--- src/rtl/ysyx_22041071_mem_stage_pkg.sv ---
// Shared widths, access-size codes and MEM stage state encoding.
package ysyx_22041071_mem_stage_pkg;

   localparam int ADDR_BUS = 64;
   localparam int DATA_BUS = 64;

   // funct3[1:0] access size
   localparam logic [1:0] SZ_B = 2'd0;
   localparam logic [1:0] SZ_H = 2'd1;
   localparam logic [1:0] SZ_W = 2'd2;
   localparam logic [1:0] SZ_D = 2'd3;

   typedef enum logic [1:0] {
      ST_IDLE = 2'd0,
      ST_REQ  = 2'd1,
      ST_WAIT = 2'd2,
      ST_DONE = 2'd3
   } mem_state_t;

endpackage

--- src/rtl/ysyx_22041071_lsu_align.sv ---
// Byte-lane alignment for a 64-bit data bus: store mask/data placement,
// load lane extraction with sign/zero extension, natural-alignment check.
module ysyx_22041071_lsu_align
   import ysyx_22041071_mem_stage_pkg::*;
(
   input  logic [2:0]          funct3,
   input  logic [2:0]          off,
   input  logic [DATA_BUS-1:0] rt_data,
   input  logic [DATA_BUS-1:0] rdata,
   output logic [7:0]          wmask,
   output logic [DATA_BUS-1:0] wdata,
   output logic [DATA_BUS-1:0] load_data,
   output logic                misalign
);

   logic [5:0]          sh;
   logic [DATA_BUS-1:0] raw;

   assign sh    = {off, 3'b000};
   assign wdata = rt_data << sh;
   assign raw   = rdata >> sh;

   // Lane mask and alignment check by access size
   always_comb begin
      wmask    = 8'h00;
      misalign = 1'b0;
      case (funct3[1:0])
         SZ_B: begin wmask = 8'h01 << off; misalign = 1'b0;      end
         SZ_H: begin wmask = 8'h03 << off; misalign = off[0];    end
         SZ_W: begin wmask = 8'h0F << off; misalign = |off[1:0]; end
         SZ_D: begin wmask = 8'hFF;        misalign = |off;      end
      endcase
   end

   // Truncate shifted read data to the access size; funct3[2] selects zero-extension
   always_comb begin
      load_data = raw;
      case (funct3[1:0])
         SZ_B: load_data = funct3[2] ? {{(DATA_BUS-8){1'b0}}, raw[7:0]}
                                     : {{(DATA_BUS-8){raw[7]}}, raw[7:0]};
         SZ_H: load_data = funct3[2] ? {{(DATA_BUS-16){1'b0}}, raw[15:0]}
                                     : {{(DATA_BUS-16){raw[15]}}, raw[15:0]};
         SZ_W: load_data = funct3[2] ? {{(DATA_BUS-32){1'b0}}, raw[31:0]}
                                     : {{(DATA_BUS-32){raw[31]}}, raw[31:0]};
         SZ_D: load_data = raw;
      endcase
   end

endmodule

--- src/rtl/ysyx_22041071_mem_stage.sv ---
// MEM pipeline stage: one EX bundle per handshake, single data-memory access,
// registered WB bundle and a combinational forwarding tap.
//
//   state   | meaning
//   IDLE    | can accept a bundle; ALU and misaligned bundles complete here
//   REQ     | dm_req_valid high, fields held until dm_req_ready
//   WAIT    | request accepted, waiting for dm_resp_valid
//   DONE    | read data captured, waiting for room in the output register
module ysyx_22041071_mem_stage
   import ysyx_22041071_mem_stage_pkg::*;
#(
   parameter int AW = ADDR_BUS,
   parameter int DW = DATA_BUS
) (
   input  logic          clk,
   input  logic          reset,
   input  logic          in_valid,
   output logic          in_ready,
   input  logic [AW-1:0] in_pc,
   input  logic [31:0]   in_ins,
   input  logic          in_mem_w_en,
   input  logic          in_wb_sel,
   input  logic          in_reg_w_en,
   input  logic [4:0]    in_rdest,
   input  logic [DW-1:0] in_rt_data,
   input  logic [DW-1:0] in_alu_result,
   output logic          dm_req_valid,
   input  logic          dm_req_ready,
   output logic [AW-1:0] dm_req_addr,
   output logic          dm_req_we,
   output logic [7:0]    dm_req_wmask,
   output logic [DW-1:0] dm_req_wdata,
   input  logic          dm_resp_valid,
   input  logic [DW-1:0] dm_resp_rdata,
   output logic          out_valid,
   input  logic          out_ready,
   output logic [AW-1:0] out_pc,
   output logic [31:0]   out_ins,
   output logic          out_reg_w_en,
   output logic [4:0]    out_rdest,
   output logic [DW-1:0] out_wb_data,
   output logic          fwd_reg_w_en,
   output logic [4:0]    fwd_rdest,
   output logic [DW-1:0] fwd_data,
   output logic          misalign
);

   mem_state_t    state;
   logic [AW-1:0] pc_q, addr_q;
   logic [31:0]   ins_q;
   logic          mem_w_en_q, reg_w_en_q;
   logic [4:0]    rdest_q;
   logic [DW-1:0] rt_q, rdata_q;

   logic          idle, out_free, accept, is_mem, load_direct, load_mem;
   logic [2:0]    al_funct3, al_off;
   logic [DW-1:0] al_rt, al_wdata, al_load;
   logic [7:0]    al_wmask;
   logic          al_misalign;

   assign idle     = (state == ST_IDLE);
   assign out_free = !out_valid || out_ready;
   assign in_ready = idle && out_free;
   assign accept   = in_valid && in_ready;
   assign is_mem   = in_mem_w_en || in_wb_sel;

   // In IDLE the aligner checks the incoming bundle; afterwards it serves the captured one
   assign al_funct3 = idle ? in_ins[14:12]      : ins_q[14:12];
   assign al_off    = idle ? in_alu_result[2:0] : addr_q[2:0];
   assign al_rt     = idle ? in_rt_data         : rt_q;

   ysyx_22041071_lsu_align u_align (
      .funct3    (al_funct3),
      .off       (al_off),
      .rt_data   (al_rt),
      .rdata     (rdata_q),
      .wmask     (al_wmask),
      .wdata     (al_wdata),
      .load_data (al_load),
      .misalign  (al_misalign)
   );

   assign dm_req_valid = (state == ST_REQ);
   assign dm_req_addr  = {addr_q[AW-1:3], 3'b000};
   assign dm_req_we    = mem_w_en_q;
   assign dm_req_wmask = al_wmask;
   assign dm_req_wdata = al_wdata;

   // Sequencing of the single memory access, plus the misalign pulse
   always_ff @(posedge clk) begin
      if (reset) begin
         state    <= ST_IDLE;
         misalign <= 1'b0;
      end else begin
         misalign <= 1'b0;
         case (state)
            ST_IDLE: if (accept && is_mem) begin
               if (al_misalign) misalign <= 1'b1;
               else             state    <= ST_REQ;
            end
            ST_REQ:  if (dm_req_ready)  state <= ST_WAIT;
            ST_WAIT: if (dm_resp_valid) state <= ST_DONE;
            ST_DONE: if (out_free)      state <= ST_IDLE;
         endcase
      end
   end

   // Bundle capture on accept and read-data capture on response; datapath only
   always_ff @(posedge clk) begin
      if (accept) begin
         pc_q       <= in_pc;
         ins_q      <= in_ins;
         mem_w_en_q <= in_mem_w_en;
         reg_w_en_q <= in_reg_w_en;
         rdest_q    <= in_rdest;
         rt_q       <= in_rt_data;
         addr_q     <= in_alu_result[AW-1:0];
      end
      if (state == ST_WAIT && dm_resp_valid) rdata_q <= dm_resp_rdata;
   end

   // Misaligned accesses travel to WB as no-ops so the bundle is not lost
   assign load_direct = accept && (!is_mem || al_misalign);
   assign load_mem    = (state == ST_DONE) && out_free;

   // WB output register: load from EX directly or from a completed access, else drain/hold
   always_ff @(posedge clk) begin
      if (reset) begin
         out_valid    <= 1'b0;
         out_pc       <= '0;
         out_ins      <= '0;
         out_reg_w_en <= 1'b0;
         out_rdest    <= '0;
         out_wb_data  <= '0;
      end else if (load_direct) begin
         out_valid    <= 1'b1;
         out_pc       <= in_pc;
         out_ins      <= in_ins;
         out_reg_w_en <= in_reg_w_en && !is_mem;
         out_rdest    <= in_rdest;
         out_wb_data  <= in_alu_result;
      end else if (load_mem) begin
         out_valid    <= 1'b1;
         out_pc       <= pc_q;
         out_ins      <= ins_q;
         out_reg_w_en <= reg_w_en_q;
         out_rdest    <= rdest_q;
         out_wb_data  <= mem_w_en_q ? '0 : al_load;
      end else if (out_ready) begin
         out_valid    <= 1'b0;
      end
   end

   assign fwd_reg_w_en = out_valid && out_reg_w_en;
   assign fwd_rdest    = out_valid ? out_rdest   : '0;
   assign fwd_data     = out_valid ? out_wb_data : '0;

endmodule

--- config.mk ---
export PLATFORM = sky130hd
export DESIGN_NAME = ysyx_22041071_mem_stage
export DESIGN_NICKNAME = d
export VERILOG_FILES = /design/src/rtl/ysyx_22041071_mem_stage_pkg.sv /design/src/rtl/ysyx_22041071_lsu_align.sv /design/src/rtl/ysyx_22041071_mem_stage.sv
export SDC_FILE = /design/constraint.sdc
export NUM_CORES = 1
export LEC_CHECK = 0
export CORE_AREA = 2 2 265 267
export CTS_BUF_LIST = sky130_fd_sc_hd__clkbuf_8 sky130_fd_sc_hd__clkbuf_16
export DETAILED_ROUTE_END_ITERATION = 8
export DIE_AREA = 0 0 267 269
export PLACE_DENSITY_LB_ADDON = 0.05
export SLEW_MARGIN = 20
export SYNTH_ARGS = -nofsm -noshare
export SYNTH_HDL_FRONTEND = slang
export SYNTH_HIERARCHICAL = 1
export SYNTH_SLANG_ARGS = --single-unit
--- constraint.sdc ---
create_clock -name clk -period 9.8 [get_ports clk]
set_input_delay 0.98 -clock clk [delete_from_list [all_inputs] [get_ports clk]]
set_output_delay 0.98 -clock clk [all_outputs]
set_load 0.02 [all_outputs]
==> results.yml, run 1 <==
min_path:
  holdCritPathClass: "flip-flop to flip-flop"
  whs_path_depth: 2
sta:
  maxSlewHeadroom_pct: 27.2
  finalCritPeriodShare_pct: 63.4
  clock.fmax_mhz: 161
  period_needed_ns: 6.21
  setup_tns_ns: 0
  skew_ns: 0.0246
  worstMarginPinSlew_ns: 1.09
  finalHoldViolCount: 0
  rsz0062_at_grt: "no"
  setup_viol: 0
  maxSlewViolCount: 0
final_layout:
  drive_gt1_share_pct: 11.0
  areaGrowthSynthToFinish_pct: 37.6
  layout_common_cells: "clkdlybuf4s50_1, nand2_1, edfxtp_1"
  fillCellCount: 6407
  nNetsFinal: 2894
  seq_area_sq_um: 12300
  layout_commonest_cell: "clkdlybuf4s50_1"
  multi_input_area_sq_um: 9390
setup_path:
  path_cells: "inv_1 -> ha_4 -> buf_4 -> mux2_4 -> buf_4 -> nor2_2 -> a22oi_1 -> o22ai_1 -> clkdlybuf4s50_1"
  arrival_ns: 5.23
  crit_path_max_fanout: 71
  path_buf_inv: 4
  start_kind: "flip-flop"
  slowest_stage: "nor2_2"
  path_delay_family: "buffers and inverters"
  path_common_cell: "buf_4"
  critical_path_required_ns: 8.82
  worst_r2r_path_depth: 11
  cp-end-kind: "primary output"
  cp.depth: 9
  crit_type: "flip-flop to primary output"
  cp_slowest_stage_delay_ns: 0.92
power:
  totalPowerFinal_w: 0.00981
  power_frac_comb_pct: 48.9
  internal_power_w: 0.00588
  pwr-share-clk_pct: 20.7
  p_per_area_nw_per_um2: 310
  p_seq_share_pct: 30.4
  peakVddDrop_mv: 0.201
  p_leak_nw: 10.8
  sw_frac_of_total_pct: 40.1
  power_switching_w: 0.00393
drt:
  drtAntennaViolNets: 0
  routed_wl_um: 86600
  num_vias: 18500
  avgRoutedWirePerCell_um: 24.2
  drt-initial-drc-count: 1291
  viasPerCell: 5.16
  dr.pass1.iters: 6
  drc: 0
cts:
  cts_made_buffers: 54
  cts-root-buf: "clkbuf_16"
  cts-resized-gates: 0
  postCtsSetupBuffers: 0
  cts.sinks: 465
  cts_tree: "yes"
  clkSlewWorstSetupHoldPaths_ns: 0.06
  insertion_delay_ns: 0.62
  postCtsHoldBufs: 0
  cts.path.max_buffers: 3
  htreeDepth: 2
floorplanning:
  die_y_um: 269
  start_util_pct: 33.2
  pin_count: 679
  die_area_sq_um: 71800
  rows: 97
  fp.dieW_um: 267
  core_area_sq_um: 69300
logic_synthesis:
  synthSimpleGateAreaFrac_pct: 15.0
  synthXorXnorAreaFrac_pct: 0
  muxShareOfSynthArea_pct: 11.8
  yosysSeqAreaShare_pct: 53.3
  synth_seq_cells: 465
  synthDistinctLibCells: 63
  async_flop_share_pct: 0
  synthCells: 2083
  synth-edff-count: 295
  syn_area_sq_um: 23000
  synth_warnings: 6
  synthAdderAreaFrac_pct: 0.435
  synth_compound_area_share_pct: 13.1
  syn_avg_cell_area_sq_um: 11.1
  synthFlopType: "edfxtp_1"
  synth_top_family_by_area: "simple AND/OR/NAND/NOR gates"
job:
  cap_viol_max_count: 0
placed_design:
  gp_congestion: 0.845
  io_buffers: 675
  dp_hpwl_um: 61000
global_routing:
  antenna_found_initial: 18
  overflow: 0
  grt_pass1_vias: 18300
  grt_start_max_net_pins: 229
  grt_pass1_wl_um: 124000
  groute.usage.overall_pct: 23.1
run_status:
  run_status: "finished, final reports clean"
-- worst paths after layout --
kind	end	slack (ns)	from
setup reg to reg	out_wb_data[18]	4.09	state[1]
hold / removal	out_ins[3]	0.48	out_ins[3]
hold reg to reg	out_ins[3]	0.48	out_ins[3]
setup / recovery	dm_req_wdata[32]	3.59	state[1]
-- Yosys cell counts, types with 5 or more instances --
library cell  instances  area share, %
nand3_1              11           0.24
o221ai_1             19           0.72
o21ai_0              37           0.80
buf_4                77            2.5
edfxtp_1            295             38
o211ai_1             14           0.46
buf_2                77            1.7
buf_1                 9           0.15
mux2i_1              97            4.2
and2_1               83            2.3
nor2_1              226            3.7
mux2_2              105            5.1
clkbuf_1             81            1.3
o2bb2ai_1            16           0.61
a311oi_1            165            6.3
o22ai_1              13           0.35
ha_1                  8           0.43
nand2_1             326            5.3
buf_6                10           0.49
nand3b_1             73            2.4
a32oi_1              11           0.42
mux4_2               23            2.2
a32oi_2              21            1.5
a22oi_1               9           0.29
and3_1                5           0.14
dfxtp_1             170             15
o21ai_1               6           0.13
a21oi_1              36           0.78
inv_1                10           0.16
-- metrics by stage --
step | cell area (sq um) | util (%) | hold WS [ns] | std cells | setup WS (ns)
4_1_cts | 31600 | 45.6 | 0.481 | 3567 | 3.51
3_5_place_dp | 29800 | 43.0 | 0.471 | 3465 | 4.11
3_3_place_gp | 29800 | 43.0 | 0.470 | 3465 | 4.22
5_1_grt | 31700 | 45.7 | 0.504 | 3575 | 3.30
2_1_floorplan | 23000 | - | 0.504 | 2085 | 2.62
6_report | 31700 | 45.7 | 0.476 | 3577 | 3.59
-- layer usage --
layer	global-route usage, %	wire (um)	vias to the layer above
li1	-	-	8647
met1	28.5	35300	9095
met2	40.0	43400	572
met3	5.46	5530	129
met4	6.98	2200	20
met5	0	144	-
-- registers in the layout, indices dropped and copies added, names as in the netlist, 32 cells and up --
register,cells
addr_q,64
out_pc,64
out_wb_data,64
pc_q,64
rdata_q,64
rt_q,64
ins_q,32
out_ins,32
-- worst reg2reg max path: cells and delay by family (launching register included) --
family                   cells  cell delay [ns]
AO/OA/AOI/OAI                3             1.17
adder cells (fa/ha/maj)      1             0.23
buffers and inverters        3             1.70
flip-flops                   1             0.34
multiplexers                 1             0.61
AND/OR/NAND/NOR              3             1.57
-- power by group through the flow --
stage                     Combinational, W  Sequential [W]  Clock, W
after global routing               0.00512         0.00303   0.00215
after floorplan                    0.00266         0.00330         0
after detailed placement           0.00478         0.00301         0
final                              0.00480         0.00298   0.00203
after CTS                          0.00480         0.00299   0.00208
after global placement             0.00476         0.00301         0
-- cell type report --
cell class	instances	share of cell area [%]
diodes	7	0.0553
repair buffers	698	22.1
flip-flops and latches	465	38.7
clock inverters	43	1.19
clock buffers	59	4.48
multi-input cells	1353	29.6
inverters	12	0.142
well taps	940	3.71
-- kinds of logic (layout without fill, tap and decap cells) --
family / count (synthesis) / count (layout)
compound gates: 365 / 365
fa+ha+maj: 8 / 8
buf+inv: 267 / 812
flops: 465 / 465
mux: 228 / 228
other cells: 1 / 10
simple gates: 749 / 749
No activity file was read; power rests on OpenSTA's default activity.
==> inputs of run 2 (changes only) <==
- clock period: 9.8 -> 6.3 ns (I/O delays scaled with it)
==> run 2 against run 1 <==
Against the previous run: clock-buffer cell count did not move; core utilization rose by 0.32 points; sequential share of layout area fell by 0.27 points; sequential power rose by 55%; global-route usage barely moved; total power rose by 59%; via count rose by 0.59%.
==> results.yml, run 2 (synthesized netlist as in run 1, its figures left out) <==
power:
  p_leak_nw: 10.9
  peakVddDrop_mv: 0.471
  p_per_area_nw_per_um2: 489
  totalPowerFinal_w: 0.0156
final_layout:
  layout_common_cells: "clkdlybuf4s50_1, nand2_1, edfxtp_1"
  nNetsFinal: 2895
  drive_gt1_share_pct: 11.4
  areaGrowthSynthToFinish_pct: 38.6
  layout_commonest_cell: "clkdlybuf4s50_1"
sta:
  finalCritPeriodShare_pct: 77.8
  setup_viol: 0
  skew_ns: 0.0189
  setup_tns_ns: 0
  finalHoldViolCount: 0
  clock.fmax_mhz: 204
  period_needed_ns: 4.90
  worstMarginPinSlew_ns: 1.03
  maxSlewViolCount: 0
  maxSlewHeadroom_pct: 31.2
  rsz0062_at_grt: "no"
  whs_ns: 0.482
cts:
  cts.sinks: 465
  cts.path.max_buffers: 3
  postCtsHoldBufs: 0
  clkSlewWorstSetupHoldPaths_ns: 0.07
  cts_made_buffers: 55
  insertion_delay_ns: 0.63
  htreeDepth: 2
  cts-resized-gates: 0
  cts-root-buf: "clkbuf_16"
  cts_tree: "yes"
  postCtsSetupBuffers: 0
setup_path:
  crit_path_end: "dm_req_wdata[32]"
  r2r_slack_ns: 1.83
  path_cells: "inv_1 -> ha_4 -> mux2_8 -> nor2_2 -> a22oi_1 -> o22ai_1 -> clkdlybuf4s50_1"
  startpoint: "state[0]"
  crit_type: "flip-flop to primary output"
  cp-end-kind: "primary output"
  reg2reg_to: "out_wb_data[31]"
  worst_r2r_path_depth: 10
  arrival_ns: 4.27
  start_kind: "flip-flop"
  worstReg2RegStart: "state[0]"
  critical_path_required_ns: 5.67
  crit_path_max_fanout: 123
  cp_slowest_stage_delay_ns: 0.92
  slowest_stage: "nor2_2"
drt:
  dr.pass1.iters: 5
  drc: 0
  drtAntennaViolNets: 0
  routed_wl_um: 87400
  avgRoutedWirePerCell_um: 24.4
  viasPerCell: 5.19
  drt-initial-drc-count: 1342
  num_vias: 18600
placed_design:
  io_buffers: 675
  gp_congestion: 0.830
  dp_hpwl_um: 61300
min_path:
  holdCritPathClass: "flip-flop to flip-flop"
floorplanning:
  core_area_sq_um: 69300
  rows: 97
  die_area_sq_um: 71800
  fp.dieW_um: 267
  die_y_um: 269
  start_util_pct: 33.2
  pin_count: 679
global_routing:
  grt_pass1_vias: 18300
  grt_pass1_wl_um: 124000
  grt_start_max_net_pins: 186
  overflow: 0
  groute.usage.overall_pct: 23.1
  antenna_found_initial: 19
run_status:
  run_status: "finished, final reports clean"
job:
  cap_viol_max_count: 0
==> run 2: cell count changes in the layout (fill, tap and decap cells not counted), sizes merged <==
| cell | before | now |
|---|---|---|
| inv | 26 | 19 |
| clkinvlp | 5 | 11 |
| bufinv | 5 | 10 |
| clkinv | 19 | 17 |
| diode | 7 | 9 |
==> run 2: final cells by class <==
cell class / instances / area [sq um]
repair buffers: 698 / 7020
clock buffers: 59 / 1440
flip-flops and latches: 465 / 12300
well taps: 940 / 1180
inverters: 12 / 45.0
fillers: 6380 / 37400
clock inverters: 45 / 562
diodes: 9 / 22.5
multi-input cells: 1353 / 9380
==> run 2: how the worst min path moves through the flow <==
stage                     from      endpoint  slack, ns  cells after the start
floorplan           reg_w_en_q  out_reg_w_en       0.50                      2
global placement     out_pc[2]     out_pc[2]       0.47                      2
CTS                 out_pc[19]    out_pc[19]       0.48                      2
detailed placement  out_pc[48]    out_pc[48]       0.47                      2
finish              out_pc[19]    out_pc[19]       0.48                      2
global route        out_pc[19]    out_pc[19]       0.50                      2
==> run 2: stage by stage <==
| step | setup slack [ns] | util, % | cell area (sq um) | instances |
|---|---|---|---|---|
| after floorplan | 2.01 | - | 23000 | 2085 |
| final | 1.40 | 46.0 | 31900 | 3581 |
| after global routing | 1.12 | 46.0 | 31900 | 3576 |
| after detailed placement | 1.51 | 43.1 | 29900 | 3468 |
| after global placement | 1.57 | 43.1 | 29800 | 3466 |
| after CTS | 1.11 | 46.0 | 31900 | 3572 |
==> run 2: routing by layer <==
layer	global-route usage, %	up-vias	part of all wire (%)
met5	0	-	0.12
met4	7.44	16	2.9
met3	5.35	131	6.4
met2	39.5	655	50
met1	28.9	9121	41
li1	-	8649	-
==> run 2: critical path: cells and delay by family, from the launching register on <==
| kind | cells | cell delay, ns |
|---|---|---|
| AOI/OAI and AO/OA | 2 | 0.42 |
| and+or+nand+nor | 1 | 0.92 |
| adders and majority gates | 1 | 0.37 |
| DFF | 1 | 0.33 |
| buffers and inverters | 2 | 0.84 |
| muxes | 1 | 0.68 |
==> run 2: power by group <==
part	internal [W]	switching (W)	total (W)
combinational	0.00313	0.00434	0.00747
clock	0.00208	0.00141	0.00349
sequential	0.00418	0.000452	0.00463
total	0.00939	0.00620	0.0156
